**config.mk**
```make
export PLATFORM = sky130hd
export DESIGN_NAME = lfsr_rr_sched
export DESIGN_NICKNAME = d
export VERILOG_FILES = /design/src/rtl/lfsr_rr_sched.sv
export SDC_FILE = /design/constraint.sdc
export NUM_CORES = 1
export LEC_CHECK = 0
export ABC_AREA = 1
export ABC_CLOCK_PERIOD_IN_PS = 2200
export BUFFER_PORTS_ARGS = -buffer_cell sky130_fd_sc_hd__buf_4
export CAP_MARGIN = 10
export CORE_MARGIN = 2
export CORE_UTILIZATION = 30
export CTS_CLUSTER_DIAMETER = 200
export DETAILED_ROUTE_END_ITERATION = 8
export GPL_TIMING_DRIVEN = 0
export PLACE_DENSITY = 0.6
export SETUP_SLACK_MARGIN = 0.05
export SLEW_MARGIN = 25
export SYNTH_ARGS = -nofsm -noshare
export SYNTH_HDL_FRONTEND = slang
export SYNTH_SLANG_ARGS = --single-unit
```
**constraint.sdc**
```tcl
create_clock -name clk -period 2.2 [get_ports clk]
set_input_delay 0.11 -clock clk [delete_from_list [all_inputs] [get_ports clk]]
set_output_delay 0.11 -clock clk [all_outputs]
set_load 0.05 [all_outputs]
```
**src/rtl/lfsr_rr_sched.sv**
```systemverilog
// Round-robin arbitrated server of 28-bit XNOR LFSR words. The LFSR advances only
// when a word is consumed, so every word reaches exactly one requester.
module lfsr_rr_sched #(
  parameter int unsigned NREQ  = 4,
  parameter int unsigned LEN_W = 4
) (
  input  logic                  clk,
  input  logic                  resetn,
  input  logic [NREQ-1:0]       req,
  input  logic [NREQ*LEN_W-1:0] req_len,
  input  logic                  seed_load,
  input  logic [27:0]           seed,
  output logic [NREQ-1:0]       gnt,
  output logic [27:0]           rnd_data,
  output logic                  rnd_valid,
  input  logic                  rnd_ready,
  output logic                  rnd_last,
  output logic                  busy
);

  localparam int unsigned IdxW = (NREQ > 1) ? $clog2(NREQ) : 1;

  typedef enum logic [0:0] {StIdle, StBurst} state_e;

  state_e            state_q;
  logic [27:0]       lfsr_q;
  logic [IdxW-1:0]   ptr_q;
  logic [IdxW-1:0]   idx_q;
  logic [LEN_W-1:0]  cnt_q;
  logic [NREQ-1:0]   gnt_q;

  logic [27:0]       lfsr_next;
  logic [IdxW-1:0]   idx_inc;
  logic              pick_found;
  logic [IdxW-1:0]   pick_idx;

  assign lfsr_next = {lfsr_q[26:0], ~(lfsr_q[27] ^ lfsr_q[23] ^ lfsr_q[16] ^ lfsr_q[0])};
  assign idx_inc   = (idx_q == IdxW'(NREQ - 1)) ? '0 : idx_q + 1'b1;

  // First asserted request at or after the round-robin pointer, wrapping.
  always_comb begin
    pick_found = 1'b0;
    pick_idx   = '0;
    for (int k = 0; k < NREQ; k++) begin
      if (!pick_found && req[(int'(ptr_q) + k) % NREQ]) begin
        pick_found = 1'b1;
        pick_idx   = IdxW'((int'(ptr_q) + k) % NREQ);
      end
    end
  end

  assign busy      = (state_q == StBurst);
  assign gnt       = gnt_q;
  assign rnd_data  = lfsr_q;
  assign rnd_valid = busy & req[idx_q];
  assign rnd_last  = busy & (cnt_q == '0);

  always_ff @(posedge clk or negedge resetn) begin
    if (!resetn) begin
      state_q <= StIdle;
      lfsr_q  <= '0;
      ptr_q   <= '0;
      idx_q   <= '0;
      cnt_q   <= '0;
      gnt_q   <= '0;
    end else begin
      unique case (state_q)
        StIdle: begin
          if (seed_load) begin
            // All-ones is the XNOR lock-up state; substitute zero.
            lfsr_q <= (&seed) ? '0 : seed;
          end else if (pick_found) begin
            idx_q   <= pick_idx;
            cnt_q   <= req_len[pick_idx*LEN_W +: LEN_W];
            gnt_q   <= {{(NREQ-1){1'b0}}, 1'b1} << pick_idx;
            state_q <= StBurst;
          end
        end
        StBurst: begin
          if (!req[idx_q]) begin
            state_q <= StIdle;
            gnt_q   <= '0;
            ptr_q   <= idx_inc;
          end else if (rnd_ready) begin
            lfsr_q <= lfsr_next;
            if (cnt_q == '0) begin
              state_q <= StIdle;
              gnt_q   <= '0;
              ptr_q   <= idx_inc;
            end else begin
              cnt_q <= cnt_q - 1'b1;
            end
          end
        end
        default: state_q <= StIdle;
      endcase
    end
  end

endmodule

```
# == After elaboration in Yosys (flattened, before gate mapping) ==
# Index checks and enable logic that the tools add are counted.
# totals
in_bits,52
output_inout_bits,35
register_bits,41
ram_bits,0
latch_bits,0
n_memories,0
word_cells,95
mem_bits_ro,0
# op_classes
muxes,45
addsub,5
n_mul,0
bitwise,8
order_cmp,5
shifts,2
eq_ne,11
n_reduce_logical,13
n_div,0
# op_table
cell,n
28-bit two-way mux,4
28-bit one-hot mux with 2 select lines,1
4-bit two-way mux,10
28-bit AND reduction,1
2-bit two-way mux,8
4-bit one-hot mux with 2 select lines,2
16-bit by 5-bit indexed part select with 4-bit output,1
"2-bit by 3-bit less-than comparator with 1-bit output, second input constant",5
1-bit two-way mux,14
"2-bit inequality test, second input constant",6
1-bit binary-select mux with 2-bit select,5
3-bit AND reduction,3
5-bit AND reduction,1
"2-bit by 1-bit adder with 2-bit output, second input constant",2
"2-bit adder, second input constant",2
4-bit zero test,1
"2-bit by 1-bit inequality test with 1-bit output, second input constant",2
4-bit AND reduction,1
"1-bit by 2-bit left shift with 4-bit output, first input constant",1
"4-bit by 1-bit subtractor with 4-bit output, second input constant",1
1-bit logical AND,3
1-bit zero test,3
"3-bit by 2-bit inequality test with 1-bit output, second input constant",1
"3-bit inequality test, second input constant",1
other kinds (5),10

# == Logic depth before layout (Yosys ltp) ==
# Gate-level depths: netlist of run 1.
# depth
depth_word,16
ltp_mapped,16
mapped_depth_nobuf,16

# == Worst setup path before layout of run 1 ==
# OpenSTA, ideal clock, no wires.
# synth_path
path_kind,reg2out
start,reg state_q (netlist: busy)
end,out rnd_valid
t_arrival_ps,1881
t_required_ps,2090
stages_incl_launch_ff,5
n_path_buf,2
setup_slack_ps,209
path_cell_list,dfrtp_1 -> clkbuf_1 -> inv_2 -> buf_1 -> nor2_1
# synth_between
elab_chain_cells,1
# synth_rtl
element,line,rtl
"start, declared",25,state_e state_q;
"start signal, assigned",60,state_q <= StIdle;
"start signal, assigned",76,state_q <= StBurst;
"start signal, assigned",81,state_q <= StIdle;
1-bit AND,55,assign rnd_valid = busy & req[idx_q];
"end, declared",15,"output logic rnd_valid,"
# Every way passes these cells.

# == Worst setup path after layout of run 1 ==
# layout_path
start,reg ptr_q[0]
end,reg cnt_q[1]
# layout_between
elab_chain_cells,16
elab_cells_between_ends,31
cone_classes,3 x add/sub; 1 x eq/ne; 1 x shift; 19 x mux; 7 x reduce/logical
# layout_rtl
element,line,rtl
"start, declared",27,logic [IdxW-1:0] ptr_q;
"start signal, assigned",83,ptr_q <= idx_inc;
"start signal, assigned",89,ptr_q <= idx_inc;
"parallel branches: the longest is 16 deep, another holds 2-bit by 1-bit adder with 2-bit output",n/a,
"end signal, assigned",74,cnt_q <= req_len[pick_idx*LEN_W +: LEN_W];
"end signal, assigned",91,cnt_q <= cnt_q - 1'b1;
"end, declared",29,logic [LEN_W-1:0] cnt_q;
# Parallel ways; which one is timed is not known. The select of a mux whose other input is x is not followed.
# A chain may end at the register's enable or synchronous reset.

==> results of run 1 <==
==> worst max-delay path, delay by kind of cell (launching register included) <==
kind / cells / cell delay, ns
DFF: 1 / 0.42
and+or+nand+nor: 14 / 1.06
buffers and inverters: 2 / 0.31
==> path summary, 6_finish.rpt <==
check,startpoint,endpoint,slack (ns),cells after the start
setup / recovery,ptr_q[0],cnt_q[1],0.30,16
hold / removal,seed_load,busy,0.09,4
setup reg to reg,ptr_q[0],cnt_q[1],0.30,16
hold reg to reg,cnt_q[1],cnt_q[1],0.53,2
max in group asynchronous,resetn,rnd_data[12],1.47,2
min in group asynchronous,resetn,rnd_data[3],0.33,2
==> cells by family (layout without fill, tap and decap cells) <==
kind of cell             after synthesis  after routing  synth area share [%]
adder cells (fa/ha/maj)                2              2                 0.992
buffers and inverters                 40            137                  6.85
flip-flops                            41             41                  40.7
AND/OR/NAND/NOR                      213            213                  38.0
XOR/XNOR                               3              3                  1.04
AO/OA/AOI/OAI                         53             53                  12.5
==> flip-flops by register name, summed over array words and instances (netlist names) <==
signal / flops
gnt: 4
rnd_data: 28
idx_q: 2
busy: 1
cnt_q: 4
ptr_q: 2
==> cell type report <==
class / count / area [sq um]
fillers: 861 / 4750
clock inverters: 1 / 7.51
multi-input cells: 271 / 1320
plain buffers: 18 / 92.6
repair buffers: 90 / 678
inverters: 22 / 82.6
clock buffers: 6 / 82.6
well taps: 105 / 131
flip-flops and latches: 41 / 1030
==> cells in the final DEF (no fill, tap or decap), drive strengths merged, types with 2 or more instances in the layout <==
master,Yosys,routed
clkbuf,7,14
nor2,39,39
nor4,2,2
nand3,43,43
a31oi,29,29
o31ai,4,4
ha,2,2
dfrtp,41,41
a21oi,10,10
nand3b,2,2
inv,22,22
buf,11,99
o21ai,9,9
nand4,8,8
xnor2,2,2
nand2,117,117
==> per-layer routing <==
layer,GRT usage [%],part of all wire (%),vias to the layer above
met5,0,0,-
met2,26.7,49,74
met1,24.4,46,1277
met3,2.85,4.7,9
met4,5.36,1.2,0
li1,-,-,1383
==> what timing repair did <==
action                                 4_1_cts  5_1_grt
endpoints found under the hold margin       41        0
resized for setup                            0        2
hold buffers                                 1        0
buffers inserted                             0        3
setup endpoints to repair                    0       25
==> metrics by stage <==
stage	std cells	utilization, %	cell area [sq um]	worst slack (ns)
floorplan	352	-	2520	0.209
global placement	543	40.3	3300	0.253
detailed placement	543	40.3	3300	0.244
CTS	551	41.6	3400	0.182
global route	554	41.9	3420	0.0812
finish	554	41.9	3420	0.299
==> Yosys cell counts, types with 5 or more instances <==
| master | n |
|---|---|
| nor2_1 | 38 |
| buf_2 | 6 |
| nand2_1 | 108 |
| dfrtp_1 | 41 |
| nand4_1 | 7 |
| a21oi_1 | 10 |
| inv_1 | 17 |
| clkbuf_1 | 7 |
| nand2_2 | 7 |
| nand3_1 | 40 |
| o21ai_0 | 7 |
| a31oi_1 | 29 |
| inv_2 | 5 |
==> report_power, final <==
| group | total, mW | switching [mW] | internal, mW |
|---|---|---|---|
| Clock | 0.514 | 0.266 | 0.248 |
| Sequential | 1.47 | 0.327 | 1.14 |
| Combinational | 4.48 | 3.02 | 1.46 |
==> reports/results.txt, run 1 <==
outcome: finished, final reports clean
Max Buffers Root-to-Sink: 2
WL/cell: 13.6 um
# IOs: 87
final setup vio count: 0
final hold violation count: 0
largest cells by area after synthesis: dfrtp_1 (41%), nand2_1 (16%), nand3_1 (7.9%)
number of port buffers: 86
highest-delay cell along the critical path: dfrtp_1
Synth area leader: dfrtp_1
antenna-violating nets left: 0
Clk Latency, worst-skew pair: 0.30 ns
Die H: 95.7 um
maximum vdd ir drop: 783 uV
synthesis-to-finish area growth: 35.8%
H-tree depth: 2
cells after synthesis: 352
CP Launch Type: register
synth warn: 0
setup_tns: 0 ns
Slew Viols, Final: 0
Synth Cell Area: 2520 sq um
CP Max Fanout: 10
CTS sink count: 41
Post-Route WL: 7530 um
Global Route Usage Sum: 17.2%
Synth Net Count: 406
DRC viols: 0
register bit total from synthesis: 41
syn_area_per_cell: 7.16 sq um
crit path capture type: register
slowest cell delay on critical path: 0.42 ns
DRT iter0 DRCs: 137
worst-margin pin slew: 0.550 ns
Placer Congestion: 0.848
Min Hold Slack: 0.0887 ns
CTS Buf Count: 5
Leakage: 1.71 nW
sequential fraction of the synthesis area: 40.7%
fin crit share: 86.4%
initial antenna violation count: 0
post-synth top area share: 40.7%
Slew headroom: 63.3%
die width: 95.7 um
clock transition at the registers of the reported paths: 0.08 ns
EDFF count, synth: 0
vias in the first global route: 2592
Pre-Repair DR Iteration Count: 4
min Tclk post-route: 1.90 ns
PD cells: 1890 nW/um^2
post-synthesis async set-or-reset flop share: 100%
Antenna Cells: 0
largest net degree at the start of global routing: 42
CTS tree: done
worst min path class: primary input to register
Worst Path Required: 2.38 ns
max-cap check violation count: 0
via count: 2743
CTS root buffer: clkbuf_8
Netlist cell types: 29
Total Nets Final: 503
Arr. time, crit path: 2.08 ns
Site Rows: 33
fraction of layout cells with a size suffix above 1: 27.6%
Starting Density: 30.8%
critical path class: register to register
DR vias/cell: 4.95
RSZ-0062 raised after global routing: no
main flop type after synthesis: dfrtp_1
Fmax: 0.526 GHz
core footprint: 8180 sq um
hpwl dp: 5740 um
first-pass GRT wire length: 12400 um
Power Total: 6.47 mW
gr ovfl total: 0
crit-path most repeated cell: nand2_1
Die Footprint: 9150 sq um
worst path cell trace: buf_6 -> nand2_1 -> nand2_1 -> nand2_1 -> nand2_2 -> nor2_4 -> nand3_2 -> nand2_2 -> nand2_4 -> buf_6 -> nand2_1 -> nand2_1 -> nand2_1 -> nand3_1 -> nand2_1 -> nand2_1
Worst Clk Skew: 0.0122 ns
No activity file was read; power rests on OpenSTA's default activity.
==> run 2: changes to the inputs <==
--- a/config.mk
+++ b/config.mk
@@ -6,7 +6,7 @@
 export NUM_CORES = 1
 export LEC_CHECK = 0
 export ABC_AREA = 1
-export ABC_CLOCK_PERIOD_IN_PS = 2200
+export ABC_CLOCK_PERIOD_IN_PS = 1690
 export BUFFER_PORTS_ARGS = -buffer_cell sky130_fd_sc_hd__buf_4
 export CAP_MARGIN = 10
 export CORE_MARGIN = 2
@@ -14,7 +14,7 @@
 export CTS_CLUSTER_DIAMETER = 200
 export DETAILED_ROUTE_END_ITERATION = 8
 export GPL_TIMING_DRIVEN = 0
-export PLACE_DENSITY = 0.6
+export PLACE_DENSITY = 0.62
 export SETUP_SLACK_MARGIN = 0.05
 export SLEW_MARGIN = 25
 export SYNTH_ARGS = -nofsm -noshare
==> constraint.sdc (replaced) <==
create_clock -name clk -period 1.69 [get_ports clk]
set_input_delay 0.0845 -clock clk [delete_from_list [all_inputs] [get_ports clk]]
set_output_delay 0.0845 -clock clk [all_outputs]
set_load 0.05 [all_outputs]
==> run 2 against run 1 <==
  * The flow now finishes with violations (negative setup slack)
  * Sequential share of layout area decreased by 4.2 points
  * Wire length increased by 13%
  * Core utilization increased by 7.1 points
  * First-iteration DRC count increased by 14%
  * Critical endpoint is now cnt_q[3]
  * Largest cell class unchanged
==> reports/results.txt, run 2 (synthesized netlist as in run 1, its figures left out) <==
RSZ-0062 raised after global routing: yes
Placer Congestion: 0.864
Antenna Cells: 0
HP Start: seed[4]
Arr. time, crit path: 2.13 ns
Placed Instances: 543
Total Nets Final: 531
Slew Viols, Final: 0
DRC viols: 0
vias in the first global route: 2615
r2r setup slk: -0.26 ns
fin crit share: 115%
DRT iter0 DRCs: 156
PD cells: 2560 nW/um^2
# IOs: 87
final hold violation count: 0
H-tree depth: 2
WL/cell: 14.6 um
max-cap check violation count: 0
met2 GRT Util: 27.7%
Slew headroom: 62.9%
worst hold stages: 3
Leakage: 1.93 nW
Max Buffers Root-to-Sink: 2
RR Endpoint: cnt_q[3]
number of port buffers: 86
Finished Layout Cells: 582
Reg-to-Reg Start: ptr_q[0]
critical path class: register to register
final core utilization: 49.0%
hpwl dp: 5650 um
via count: 2926
outcome: complete, but fails checks
max FFs per register: 28
met3 Track Usage GR: 2.61%
failing checks: negative setup slack
synthesis-to-finish area growth: 58.8%
largest net degree at the start of global routing: 42
Starting Density: 30.8%
CTS Buf Count: 5
GR Layer Usage met1: 24.2%
Clk Latency, worst-skew pair: 0.30 ns
worst min path class: primary input to register
worst-margin pin slew: 0.556 ns
crit path capture type: register
antenna-violating nets left: 0
final setup vio count: 10
initial antenna violation count: 0
min Tclk post-route: 1.95 ns
Worst Path Required: 1.87 ns
Die Footprint: 9150 sq um
most frequent cells in the layout: buf_4 (113), nand2_1 (91), nand3_1 (40)
CP Launch Type: register
commonest non-fill, non-tap cell in the layout: buf_4
CTS tree: done
Fmax: 0.513 GHz
Worst Clk Skew: 0.0142 ns
Die H: 95.7 um
CTS root buffer: clkbuf_8
CTS sink count: 41
clock transition at the registers of the reported paths: 0.09 ns
Hold Path End: rnd_data[4]
die width: 95.7 um
DR vias/cell: 5.03
Site Rows: 33
gr ovfl total: 0
grt peak-use layer: met2
core footprint: 8180 sq um
Global Route Usage Sum: 17.2%
Post-Route WL: 8520 um
Pre-Repair DR Iteration Count: 4
maximum vdd ir drop: 977 uV
fraction of layout cells with a size suffix above 1: 43.8%
final setup margin: -0.258 ns
first-pass GRT wire length: 12500 um
r2r worst-path depth: 15
CP Max Fanout: 7
[run 2: layout make-up]
type | count | area [sq um]
plain buffers | 18 | 151
inverters | 22 | 95.1
flip-flops and latches | 41 | 1030
clock inverters | 1 | 5.00
multi-input cells | 271 | 1570
fillers | 795 | 4170
clock buffers | 6 | 72.6
repair buffers | 118 | 952
well taps | 105 | 131
[run 2: how the worst max path moves through the flow]
stage,from,endpoint,cells past startpoint
3_3_place_gp,ptr_q[0],cnt_q[3],16
6_report,ptr_q[0],cnt_q[3],15
5_1_grt,ptr_q[0],cnt_q[0],16
3_5_place_dp,ptr_q[0],cnt_q[1],16
2_1_floorplan,ptr_q[0],cnt_q[3],16
4_1_cts,ptr_q[0],cnt_q[3],16
[run 2: routing by layer]
metal  routed length [um]  share of wire (%)
met1                 3820                 45
met2                 4280                 50
met3                  322                3.8
met4                   93                1.1
met5                    0                  0
[run 2: through the flow]
| stage | total power [mW] | hold slack [ns] | setup TNS [ns] | setup WS (ns) | cell area [sq um] |
|---|---|---|---|---|---|
| 6_report | 10.2 | 0.0650 | -1.63 | -0.258 | 4000 |
| 5_1_grt | 11.0 | 0.0678 | -2.92 | -0.362 | 4000 |
| 4_1_cts | 8.81 | 0.0564 | -1.68 | -0.240 | 3540 |
| 3_5_place_dp | 7.78 | 0.111 | -3.00 | -0.227 | 3320 |
| 3_3_place_gp | 7.71 | 0.110 | -2.22 | -0.190 | 3320 |
| 2_1_floorplan | 6.20 | -0.211 | 0 | 0.0151 | 2540 |
[run 2: what timing repair did]
item                                    CTS  global route
gates resized for setup                  15            86
endpoints found under the setup margin   40            42
setup buffers                            12            15
hold buffers                              1             0
cloned                                    1             3
endpoints found under the hold margin    41             0
pin swaps                                10            21
[run 2: critical path: stages (launching register included)]
cell and delay, ns:
dfrtp_2 0.44, buf_6 0.17, nand2_4 0.07, nand3_1 0.18, o21ai_4 0.10, inv_2 0.08, nand3_2 0.08, nand2_2 0.11
nand2_4 0.07, buf_6 0.13, nand4_1 0.08, nand2_1 0.06, nor2_1 0.11, nand2_1 0.06, nand2_1 0.05, nand2_1 0.05
[run 2: where the power goes]
part | internal [mW] | total, mW | switching (mW)
combinational | 3.01 | 7.56 | 4.55
clock | 0.282 | 0.628 | 0.347
sequential | 1.50 | 2.04 | 0.546
